### src/rtl/seg_display_mux.sv
// seg_display_mux
//   Time-multiplexes two hex digits onto one shared, active-low seven-segment bus.
//   Sequence: DIG0_ON -> BLANK0 -> DIG1_ON -> BLANK1 -> DIG0_ON.
//   The blank states keep both digits dark between digits, which stops ghosting.
//   'frame' pulses for one cycle each time DIG0_ON is entered.
//   Optional feature: define SEG_LZB_EN for leading-zero blanking on digit 1.
//   Timing does not change when SEG_LZB_EN is defined.
module seg_display_mux #(
    parameter int DIG_CYCLES   = 12000,  // cycles each digit is lit, >= 1
    parameter int BLANK_CYCLES = 600     // dark cycles between digits, 0 = no blanking
) (
    input  logic       clk,
    input  logic       reset,
    input  logic [3:0] digit0,
    input  logic [3:0] digit1,
    output logic [6:0] seg,
    output logic [1:0] an,
    output logic       frame
);

    localparam int MAX_CYCLES   = (DIG_CYCLES > BLANK_CYCLES) ? DIG_CYCLES : BLANK_CYCLES;
    localparam int CW           = $clog2(MAX_CYCLES + 1);
    // With no blanking, a blank state can only be reached by reset.
    // That state then lasts a single cycle.
    localparam int BLANK_LAST_I = (BLANK_CYCLES == 0) ? 0 : BLANK_CYCLES - 1;

    localparam logic [CW-1:0] DIG_LAST   = CW'(DIG_CYCLES - 1);
    localparam logic [CW-1:0] BLANK_LAST = CW'(BLANK_LAST_I);

    localparam logic [6:0] SEG_OFF = 7'h7F;
    localparam logic [1:0] AN_OFF  = 2'b11;

    typedef enum logic [1:0] {
        DIG0_ON = 2'd0,
        BLANK0  = 2'd1,
        DIG1_ON = 2'd2,
        BLANK1  = 2'd3
    } state_t;

    state_t        state, state_nx;
    logic [CW-1:0] cnt, cnt_nx;
    logic          last;

    logic [6:0]    seg_nx;
    logic [1:0]    an_nx;
    logic          frame_nx;

    // Active-low hex decode, bit order {g,f,e,d,c,b,a}.
    function automatic logic [6:0] decode(input logic [3:0] d);
        logic [6:0] s;
        case (d)
            4'h0:    s = 7'h40;
            4'h1:    s = 7'h79;
            4'h2:    s = 7'h24;
            4'h3:    s = 7'h30;
            4'h4:    s = 7'h19;
            4'h5:    s = 7'h12;
            4'h6:    s = 7'h02;
            4'h7:    s = 7'h78;
            4'h8:    s = 7'h00;
            4'h9:    s = 7'h10;
            4'hA:    s = 7'h08;
            4'hB:    s = 7'h03;
            4'hC:    s = 7'h46;
            4'hD:    s = 7'h21;
            4'hE:    s = 7'h06;
            default: s = 7'h0E;
        endcase
        return s;
    endfunction

    // State and phase-counter register.
    always_ff @(posedge clk) begin
        if (reset) begin
            state <= BLANK1;
            cnt   <= '0;
        end else begin
            state <= state_nx;
            cnt   <= cnt_nx;
        end
    end

    // Next state: a state advances on the last cycle of its dwell.
    // The blank states are bypassed when there is no blanking.
    always_comb begin
        state_nx = state;
        cnt_nx   = cnt + 1'b1;
        if (state == DIG0_ON || state == DIG1_ON)
            last = (cnt == DIG_LAST);
        else
            last = (cnt == BLANK_LAST);
        if (last) begin
            cnt_nx = '0;
            case (state)
                DIG0_ON: state_nx = (BLANK_CYCLES == 0) ? DIG1_ON : BLANK0;
                BLANK0:  state_nx = DIG1_ON;
                DIG1_ON: state_nx = (BLANK_CYCLES == 0) ? DIG0_ON : BLANK1;
                default: state_nx = DIG0_ON;
            endcase
        end
    end

    // Output values for the next cycle.
    // A digit is sampled only on the edge that enters its DIG state.
    // Between state changes the outputs hold, and frame is a one-cycle pulse.
    always_comb begin
        seg_nx   = seg;
        an_nx    = an;
        frame_nx = 1'b0;
        if (last) begin
            case (state_nx)
                DIG0_ON: begin
                    seg_nx   = decode(digit0);
                    an_nx    = 2'b10;
                    frame_nx = 1'b1;
                end
                DIG1_ON: begin
`ifdef SEG_LZB_EN
                    // Leading zero on the left digit: keep the digit dark for this phase.
                    if (digit1 == 4'h0) begin
                        seg_nx = SEG_OFF;
                        an_nx  = AN_OFF;
                    end else begin
                        seg_nx = decode(digit1);
                        an_nx  = 2'b01;
                    end
`else
                    seg_nx = decode(digit1);
                    an_nx  = 2'b01;
`endif
                end
                default: begin
                    seg_nx = SEG_OFF;
                    an_nx  = AN_OFF;
                end
            endcase
        end
    end

    // Output register: outputs update on the same edge as the state.
    always_ff @(posedge clk) begin
        if (reset) begin
            seg   <= SEG_OFF;
            an    <= AN_OFF;
            frame <= 1'b0;
        end else begin
            seg   <= seg_nx;
            an    <= an_nx;
            frame <= frame_nx;
        end
    end

endmodule
### config.mk
export PLATFORM = sky130hd
export DESIGN_NAME = seg_display_mux
export DESIGN_NICKNAME = d
export VERILOG_FILES = /design/src/rtl/seg_display_mux.sv
export SDC_FILE = /design/constraint.sdc
export NUM_CORES = 1
export LEC_CHECK = 0
export ABC_AREA = 1
export BUFFER_PORTS_ARGS = -buffer_cell sky130_fd_sc_hd__buf_2
export CORE_MARGIN = 2
export CORE_UTILIZATION = 60
export DETAILED_ROUTE_END_ITERATION = 10
export MAX_ROUTING_LAYER = met4
export PLACE_DENSITY = 0.82
export SLEW_MARGIN = 20
export SYNTH_ARGS = -nofsm -noshare
export SYNTH_HDL_FRONTEND = slang
export SYNTH_SLANG_ARGS = --single-unit
### constraint.sdc
create_clock -name clk -period 3.9 [get_ports clk]
set_input_delay 0.975 -clock clk [delete_from_list [all_inputs] [get_ports clk]]
set_output_delay 0.975 -clock clk [all_outputs]
set_load 0.01 [all_outputs]
==> results of run 1 <==
==> metrics by stage <==
stage / util / instance area (sq um) / power (mW) / worst slack, ns / instances
floorplan: - / 1735 / 0.3140 / 1.998 / 248
global placement: 0.6697 / 1847 / 0.3307 / 1.740 / 295
finish: 0.6887 / 1899 / 0.5135 / 2.067 / 299
CTS: 0.6887 / 1899 / 0.5129 / 2.070 / 299
detailed placement: 0.6697 / 1847 / 0.3313 / 1.725 / 295
global route: 0.6887 / 1899 / 0.5357 / 1.889 / 299
==> logic make-up (layout without fill, tap and decap cells) <==
family,Yosys count,count (layout),synth area share
AOI/OAI and AO/OA,39,39,0.1334
DFF,26,26,0.2999
and+or+nand+nor,125,125,0.3403
xor gates and xnor gates,3,3,0.01514
adders and majority gates,17,17,0.1226
buffers and inverters,38,58,0.08868
==> worst reg2reg max path, cell delays in order, from the launching register on <==
cell and delay, ns:
dfxtp_1 0.38, ha_1 0.18, nand2_1 0.08, inv_1 0.08
nand2_1 0.09, nor2_4 0.17, nand4_1 0.13, nand2_2 0.23
nand2_2 0.13, nor3_1 0.17, nor2_1 0.07
==> layout by cell type (no fill, tap or decap), types with 2 or more instances in the layout <==
| cell type | synthesis | layout |
|---|---|---|
| nand3_1 | 17 | 17 |
| nand2_2 | 7 | 7 |
| xor2_1 | 2 | 2 |
| clkbuf_4 | 0 | 3 |
| o21bai_1 | 2 | 2 |
| nor3_1 | 6 | 6 |
| a21oi_1 | 12 | 12 |
| nor2_1 | 31 | 31 |
| nand2_1 | 49 | 49 |
| nand4_1 | 6 | 6 |
| dfxtp_1 | 26 | 26 |
| buf_2 | 0 | 19 |
| inv_1 | 34 | 34 |
| ha_1 | 17 | 17 |
| o21ai_0 | 17 | 17 |
| a32oi_1 | 2 | 2 |
| or2_2 | 2 | 2 |
==> power groups by stage <==
stage	combinational (mW)	clock [mW]	sequential, mW
6_report	0.0562	0.187	0.270
5_1_grt	0.0659	0.199	0.270
4_1_cts	0.0561	0.187	0.270
3_5_place_dp	0.0556	0	0.276
3_3_place_gp	0.0551	0	0.276
2_1_floorplan	0.0386	0	0.275
==> state kept, by name, summed over array words and instances, names as in the netlist <==
register / cells
an: 2
cnt: 14
frame: 1
seg: 7
state: 2
==> synthesized netlist by cell type, types with 2 or more instances <==
cell	instances
xor2_1	2
nand4_1	6
nand2_2	7
nand2_1	49
or2_2	2
a21oi_1	12
o21ai_0	17
nand3_1	17
ha_1	17
nor2_1	31
inv_1	34
a32oi_1	2
dfxtp_1	26
nor3_1	6
o21bai_1	2
==> metal layers <==
layer / track usage / routed length (um)
met1: 0.2901 / 1629
met2: 0.3782 / 1582
met3: 0.02009 / 80
met4: 0.08638 / 49
met5: - / 0
==> how the worst min path moves through the flow <==
stage	from	endpoint	slack, ns
2_1_floorplan	cnt[0]	cnt[0]	0.42
3_3_place_gp	cnt[0]	cnt[0]	0.43
3_5_place_dp	cnt[0]	cnt[0]	0.44
4_1_cts	cnt[0]	cnt[0]	0.47
5_1_grt	cnt[0]	cnt[0]	0.49
6_report	cnt[0]	cnt[0]	0.46
==> layout make-up <==
cell class | instances | area share
Clock buffer | 3 | 0.01186
Clock inverter | 1 | 0.01581
Inverter | 35 | 0.06917
Multi-Input combinational cell | 184 | 0.5586
Sequential cell | 26 | 0.2740
Tap cell | 31 | 0.02042
Timing Repair Buffer | 19 | 0.05007
==> flow_summary.ini, run 1 <==
[status]
outcome = finished, final reports clean

[synthesis]
yosysTopAreaCell = dfxtp_1
synthCells = 248
syn_area_per_cell_sq_um = 6.998
ys_async_sr_fraction = 0
yosysUniqueCellTypes = 33
yosysWarnings = 0
synth_flop_cell = dfxtp_1
yosys-top-cells-area = dfxtp_1 30%, ha_1 12%, nand2_1 11%
syn-num-nets = 275
synth_top_area_frac = 0.2999
syn_area_sq_um = 1735
seq_area_frac_synth = 0.2999
synth_edf_count = 0
synth_seq_cells = 26

[clocking]
hold_buffers = 0
cts_buffers = 3
root_buffer = clkbuf_4
cts_setup_buffers = 0
clk_latency_ns = 0.33
clk_pin_slew_ns = 0.15
cts_sinks = 26
cts_resized = 0
cts_tree = built
htree_num_levels = 1
clk_path_buf_depth = 2

[route]
firstDrtPassIters = 4
route.detailed.wl_per_inst_um = 11.18
drc_errors = 0
vias = 1554
ant_nets = 0
wirelength_mm = 3.342
drt-vias-per-instance = 5.197
first_iter_violations = 46

[floorplan]
row_count = 19
start_util = 0.6293
pin_count = 20
die_h_um = 57.78
fp.dieW_um = 57.78
core_area_sq_um = 2758
dieArea_sq_um = 3339

[pwr]
swShare = 0.2371
ir_drop_mv = 0.2423
sequentialPowerShare = 0.526
combPwrFrac = 0.109
power_leakage_nw = 0.9205
clockPowerShare = 0.365
p_per_area_nw_per_um2 = 270.4
netSwitchingPower_mw = 0.1217
internal-power_mw = 0.3918

[timing]
skew_ns = 0.01356
worst_slew_pin_slew_ns = 0.2696
holdWs_ns = 0.4610
fmax_mhz = 545.6
finalSetupViolations = 0
setup_tns_ns = 0
period_needed_ns = 1.833
relSlewSlack = 0.8184
fin_crit_sh = 0.4699
drv_slew = 0
hold_viol = 0
rsz0062_at_grt = false

[cells_and_area]
seqCellArea_sq_um = 520.5
drive_gt1_frac = 0.1493
multi_input_area_sq_um = 1061
syn2layout_area_growth_pct = 9.445
diodes = 0
nNetsFinal = 296
fillers = 272

[setup_path]
end_kind = output port
cp.depth = 1
critPathSlowestCell = dfxtp_1
cp_slowest_stage_delay_ns = 0.38
cp-startpoint = seg[0]
crit_family = flip-flops
worst_r2r_path_depth = 10
crit_arrival_ns = 0.86
path_cells = buf_2
required_ns = 2.92
worst_r2r_endpoint = seg[0]
cp_num_buf_inv = 1
crit_end = seg[0]
timing.rr.start = cnt[0]
start_kind = flop
crit_type = reg -> out
path_max_fanout = 2
ff2ff_setup_slack_ns = 2.12

[worst_hold_path]
holdPathStages = 1
min_path_type = reg -> reg

[global_route]
grt_util_all_layers = 0.2286
grt_pass1_wl_mm = 5.940
grt_max_degree = 19
grt_overflow_total = 0
antenna_found_initial = 0
grt_pass1_vias = 1448

[place]
io_buffers = 19
dp_hpwl_mm = 2.596
gp_congestion = 0.8886

[run]
maxCapViolCount = 0
(Power assumes the default switching activity.)
==> inputs of run 2 (changes only) <==
Settings changed: CORE_UTILIZATION 60 to 58, PLACE_DENSITY 0.82 to 0.79.
Clock period 3.9 ns to 1.7 ns, I/O delays scaled along.
==> run 2 against run 1 <==
The flow now finishes with violations (negative setup slack). Hold slack worse by 0.079 ns. Via count up 5.0%. Worst setup slack worse by 2.1 ns. Sequential cell count unchanged. First-iteration DRC count up 150%. Wire length up 16%.
==> flow_summary.ini, run 2 (same netlist as run 1, synthesis figures left out) <==
[timing]
fmax_mhz = 580.7
setup_tns_ns = -0.04215
rsz0062_at_grt = true
relSlewSlack = 0.7860
finalSetupViolations = 3
period_needed_ns = 1.722
drv_slew = 0
skew_ns = 0.003649
setup_ws_ns = -0.02192
fin_crit_sh = 1.013
worst_slew_pin_slew_ns = 0.3176
hold_viol = 0

[route]
drc_errors = 0
wirelength_mm = 3.868
vias = 1631
firstDrtPassIters = 4
drt-vias-per-instance = 5.278
ant_nets = 0
route.detailed.wl_per_inst_um = 12.52
first_iter_violations = 113

[cells_and_area]
final_cell_mix = 45 x nand2_1, 32 x inv_1, 29 x nor2_1
nNetsFinal = 306
reg_top3 = cnt (14), seg (7)
syn2layout_area_growth_pct = 18.67
diodes = 0
top_register = cnt
final_common_cell = nand2_1
largest_reg_flops = 14
drive_gt1_frac = 0.2482

[run]
maxCapViolCount = 0

[global_route]
antenna_found_initial = 0
grt_pass1_wl_mm = 6.016
grt_pass1_vias = 1361
grt_overflow_total = 0
grt_util_all_layers = 0.2345
grt_max_degree = 16

[status]
outcome = finished with violations
violations = negative setup slack

[setup_path]
start_kind = flop
end_kind = flop
timing.rr.start = cnt[1]
path_max_fanout = 6
crit_arrival_ns = 1.96
required_ns = 1.94
worst_r2r_endpoint = seg[3]
worst_r2r_path_depth = 13
crit_type = reg -> reg
crit_end = seg[3]
ff2ff_setup_slack_ns = -0.02
cp-startpoint = cnt[1]

[pwr]
power_leakage_nw = 0.9714
swShare = 0.2427
sequentialPowerShare = 0.519
p_per_area_nw_per_um2 = 582.0
clockPowerShare = 0.359
internal-power_mw = 0.9078
combPwrFrac = 0.121
ir_drop_mv = 0.3227
finalPower_mw = 1.199
netSwitchingPower_mw = 0.2909

[place]
place_ws_ns = -0.01291
io_buffers = 19
dp_hpwl_mm = 2.781
gp_congestion = 0.9494

[clocking]
htree_num_levels = 1
clk_path_buf_depth = 2
cts_buffers = 3
clk_latency_ns = 0.33
hold_buffers = 0
cts_tree = built
clk_pin_slew_ns = 0.14
root_buffer = clkbuf_4
cts_sinks = 26

[floorplan]
dieArea_sq_um = 3446
start_util = 0.6186
die_h_um = 58.70
row_count = 19
pin_count = 20
fp.dieW_um = 58.70
core_area_sq_um = 2805

[worst_hold_path]
min_path_type = in -> reg
run 2: cell count changes in the layout (fill, tap and decap cells not counted), moves of 3 or more:
| cell | change |
|---|---|
| nand2_1 | -4 |
| nor3_1 | -3 |
| nor3_2 | +3 |
| buf_4 | +9 |
run 2: worst min-delay path by stage:
| stage | from | end | slack (ns) | depth (start not counted) |
|---|---|---|---|---|
| final | reset | seg[3] | 0.38 | 3 |
| after global routing | reset | seg[3] | 0.38 | 3 |
| after CTS | reset | seg[3] | 0.38 | 3 |
| after detailed placement | cnt[0] | cnt[0] | 0.44 | 1 |
| after global placement | cnt[0] | cnt[0] | 0.43 | 1 |
| after floorplan | cnt[0] | cnt[0] | 0.42 | 1 |
run 2: through the flow:
step,cell area (sq um),cells,utilization,hold WS [ns]
floorplan,1735,248,-,0.4175
global placement,1862,297,0.6637,0.4304
detailed placement,1862,297,0.6637,0.4422
CTS,1949,304,0.6949,0.3775
global route,2059,309,0.7342,0.3755
finish,2059,309,0.7342,0.3820
run 2: final cells by class:
type | count | area, sq um
multi-input combinational | 184 | 1140
sequential | 26 | 523.0
inverter | 35 | 131.4
timing repair buffer | 29 | 173.9
clock inverter | 1 | 30.03
clock buffer | 3 | 22.52
fill | 232 | 745.7
tap | 31 | 38.79
run 2: timing repair:
item | 4_1_cts | 5_1_grt
resized for setup | 5 | 22
buffers inserted | 3 | 5
setup endpoints to repair | 5 | 20
pin swaps | 2 | 6
run 2: routing by layer:
metal  share of wire  wire [um]  GRT usage
met5               0          0          -
met2            0.47       1799     0.3515
met4           0.013         51    0.08442
met3           0.043        167    0.03297
met1            0.48       1849     0.3225
run 2: power by group through the flow:
stage | logic, mW | clock network (mW) | registers, mW
finish | 0.146 | 0.431 | 0.623
global route | 0.166 | 0.472 | 0.623
CTS | 0.140 | 0.440 | 0.620
detailed placement | 0.136 | 0 | 0.633
global placement | 0.135 | 0 | 0.632
floorplan | 0.0886 | 0 | 0.632
run 2: worst max-delay path, stage by stage, from the launching register on:
cell and delay, ns:
dfxtp_2 0.39, ha_4 0.14, nand2_2 0.06, inv_2 0.07, nand2_2 0.07, nor2_4 0.16
nand4_1 0.19, nand2_4 0.15, buf_6 0.11, nand2_2 0.06, inv_2 0.05, nand2_1 0.04
nand3_1 0.08, nand2_1 0.05
==> inputs of run 3 (changes only) <==
Settings changed: GPL_TIMING_DRIVEN from default to 0, RECOVER_POWER from default to 50.
==> run 3 against run 2 <==
The flow now finishes without violations. Clock power hardly changed. Sequential share of layout area increased by 0.30 points. Worst setup slack better by 0.073 ns. Die area did not move. Cell area is 1.2% lower. Sequential power about the same. Combinational power fell by 4%. Global-route usage is 2.0 points lower. Utilization down 0.85 points. Wire length fell by 8.5%. Clock skew is essentially flat. Total power decreased by 0.75%. Critical endpoint is now seg[0]. Largest power group unchanged. Highest routed layer unchanged.
==> flow_summary.ini, run 3 (same netlist as run 1, synthesis figures left out) <==
[status]
outcome = finished, final reports clean

[cells_and_area]
final_core_util = 0.7257
top_register = cnt
final_cells = 308
diodes = 0
nNetsFinal = 305
final_cell_mix = 44 x nand2_1, 33 x inv_1, 30 x nor2_1
syn2layout_area_growth_pct = 17.30
reg_top3 = cnt (14), seg (7)
final_common_cell = nand2_1
largest_reg_flops = 14
drive_gt1_frac = 0.1913

[timing]
hold_viol = 0
finalSetupViolations = 0
skew_ns = 0.003482
drv_slew = 0
fmax_mhz = 606.6
setup_ws_ns = 0.05141
worst_slew_pin_slew_ns = 0.3248
setup_tns_ns = 0
period_needed_ns = 1.649
rsz0062_at_grt = true
relSlewSlack = 0.7812
fin_crit_sh = 0.9698

[place]
place_ws_ns = -0.07395
dp_hpwl_mm = 2.656
dp.cells = 297
io_buffers = 18
gp_congestion = 0.8809

[floorplan]
dieArea_sq_um = 3446
row_count = 19
die_h_um = 58.70
core_area_sq_um = 2805
pin_count = 20
start_util = 0.6186
fp.dieW_um = 58.70

[pwr]
finalPower_mw = 1.190
power_leakage_nw = 0.9683
ir_drop_mv = 0.3559
p_per_area_nw_per_um2 = 584.4

[worst_hold_path]
min_path_type = in -> reg
hp-start = reset
holdPathStages = 3
min_to = seg[3]

[route]
firstDrtPassIters = 4
drt-vias-per-instance = 5.140
route.detailed.wl_per_inst_um = 11.49
first_iter_violations = 80
vias = 1583
ant_nets = 0
drc_errors = 0
wirelength_mm = 3.538

[run]
maxCapViolCount = 0

[setup_path]
worst_r2r_path_depth = 10
ff2ff_setup_slack_ns = 0.05
end_kind = flop
crit_type = reg -> reg
crit_arrival_ns = 1.88
worst_r2r_endpoint = seg[0]
start_kind = flop
path_max_fanout = 6
timing.rr.start = cnt[1]
required_ns = 1.93

[clocking]
htree_num_levels = 1
clk_latency_ns = 0.32
clk_path_buf_depth = 2
clk_pin_slew_ns = 0.14
root_buffer = clkbuf_4
cts_buffers = 3
hold_buffers = 0
cts_sinks = 26
cts_tree = built

[global_route]
grt_util_all_layers = 0.2143
antenna_found_initial = 0
grt_pass1_wl_mm = 5.699
grt_pass1_vias = 1353
grt_max_degree = 16
grt_overflow_total = 0
-- run 3: area by class of cell --
cell class	instances	area (sq um)
Multi-Input combinational cell	184	1134
Fill cell	233	769.5
Sequential cell	26	523.0
Timing Repair Buffer	25	133.9
Inverter	35	131.4
Tap cell	31	38.79
Clock inverter	1	30.03
Clock buffer	3	22.52
Buffer	3	22.52
-- run 3: stage by stage --
stage | hold slack [ns] | instance area (sq um)
2_1_floorplan | 0.4175 | 1735
3_3_place_gp | 0.4305 | 1864
3_5_place_dp | 0.4396 | 1864
4_1_cts | 0.3842 | 1964
5_1_grt | 0.3860 | 2036
6_report | 0.3851 | 2036
-- run 3: how the worst max path moves through the flow --
stage                       from  endpoint  depth (start not counted)  slack, ns
after floorplan           cnt[0]    seg[4]                         10       0.17
after global routing      cnt[1]    seg[0]                         11      -0.07
after global placement    cnt[0]    seg[0]                         10      -0.06
final                     cnt[1]    seg[0]                         10       0.05
after detailed placement  cnt[0]    seg[0]                         10      -0.07
after CTS                 cnt[0]    seg[3]                         11      0.002
-- run 3: what timing repair did --
action	4_1_cts	5_1_grt
setup buffers	4	2
gates cloned	1	0
setup endpoints to repair	8	14
pin swaps	5	10
gates resized for setup	6	16
-- run 3: layer usage --
layer / share of wire / vias up / global-route usage
li1: - / 856 / -
met1: 0.48 / 700 / 0.2906
met2: 0.49 / 25 / 0.3435
met3: 0.022 / 2 / 0.02637
met4: 0.0062 / 0 / 0.04870
met5: 0 / - / -
-- run 3: report_power, final --
part / internal (mW) / switching, mW
Clock: 0.238 / 0.189
Combinational: 0.0508 / 0.0887
Sequential: 0.616 / 0.00610
Total: 0.906 / 0.284
-- run 3: critical path, cell delays in order, from the launching register on --
cell	delay (ns)
dfxtp_2	0.38
ha_4	0.15
nand2_4	0.05
inv_2	0.06
nand2_2	0.07
nor2_4	0.18
nand4_1	0.17
nand2_4	0.14
nand2_2	0.10
nor3_2	0.20
nor2_1	0.06
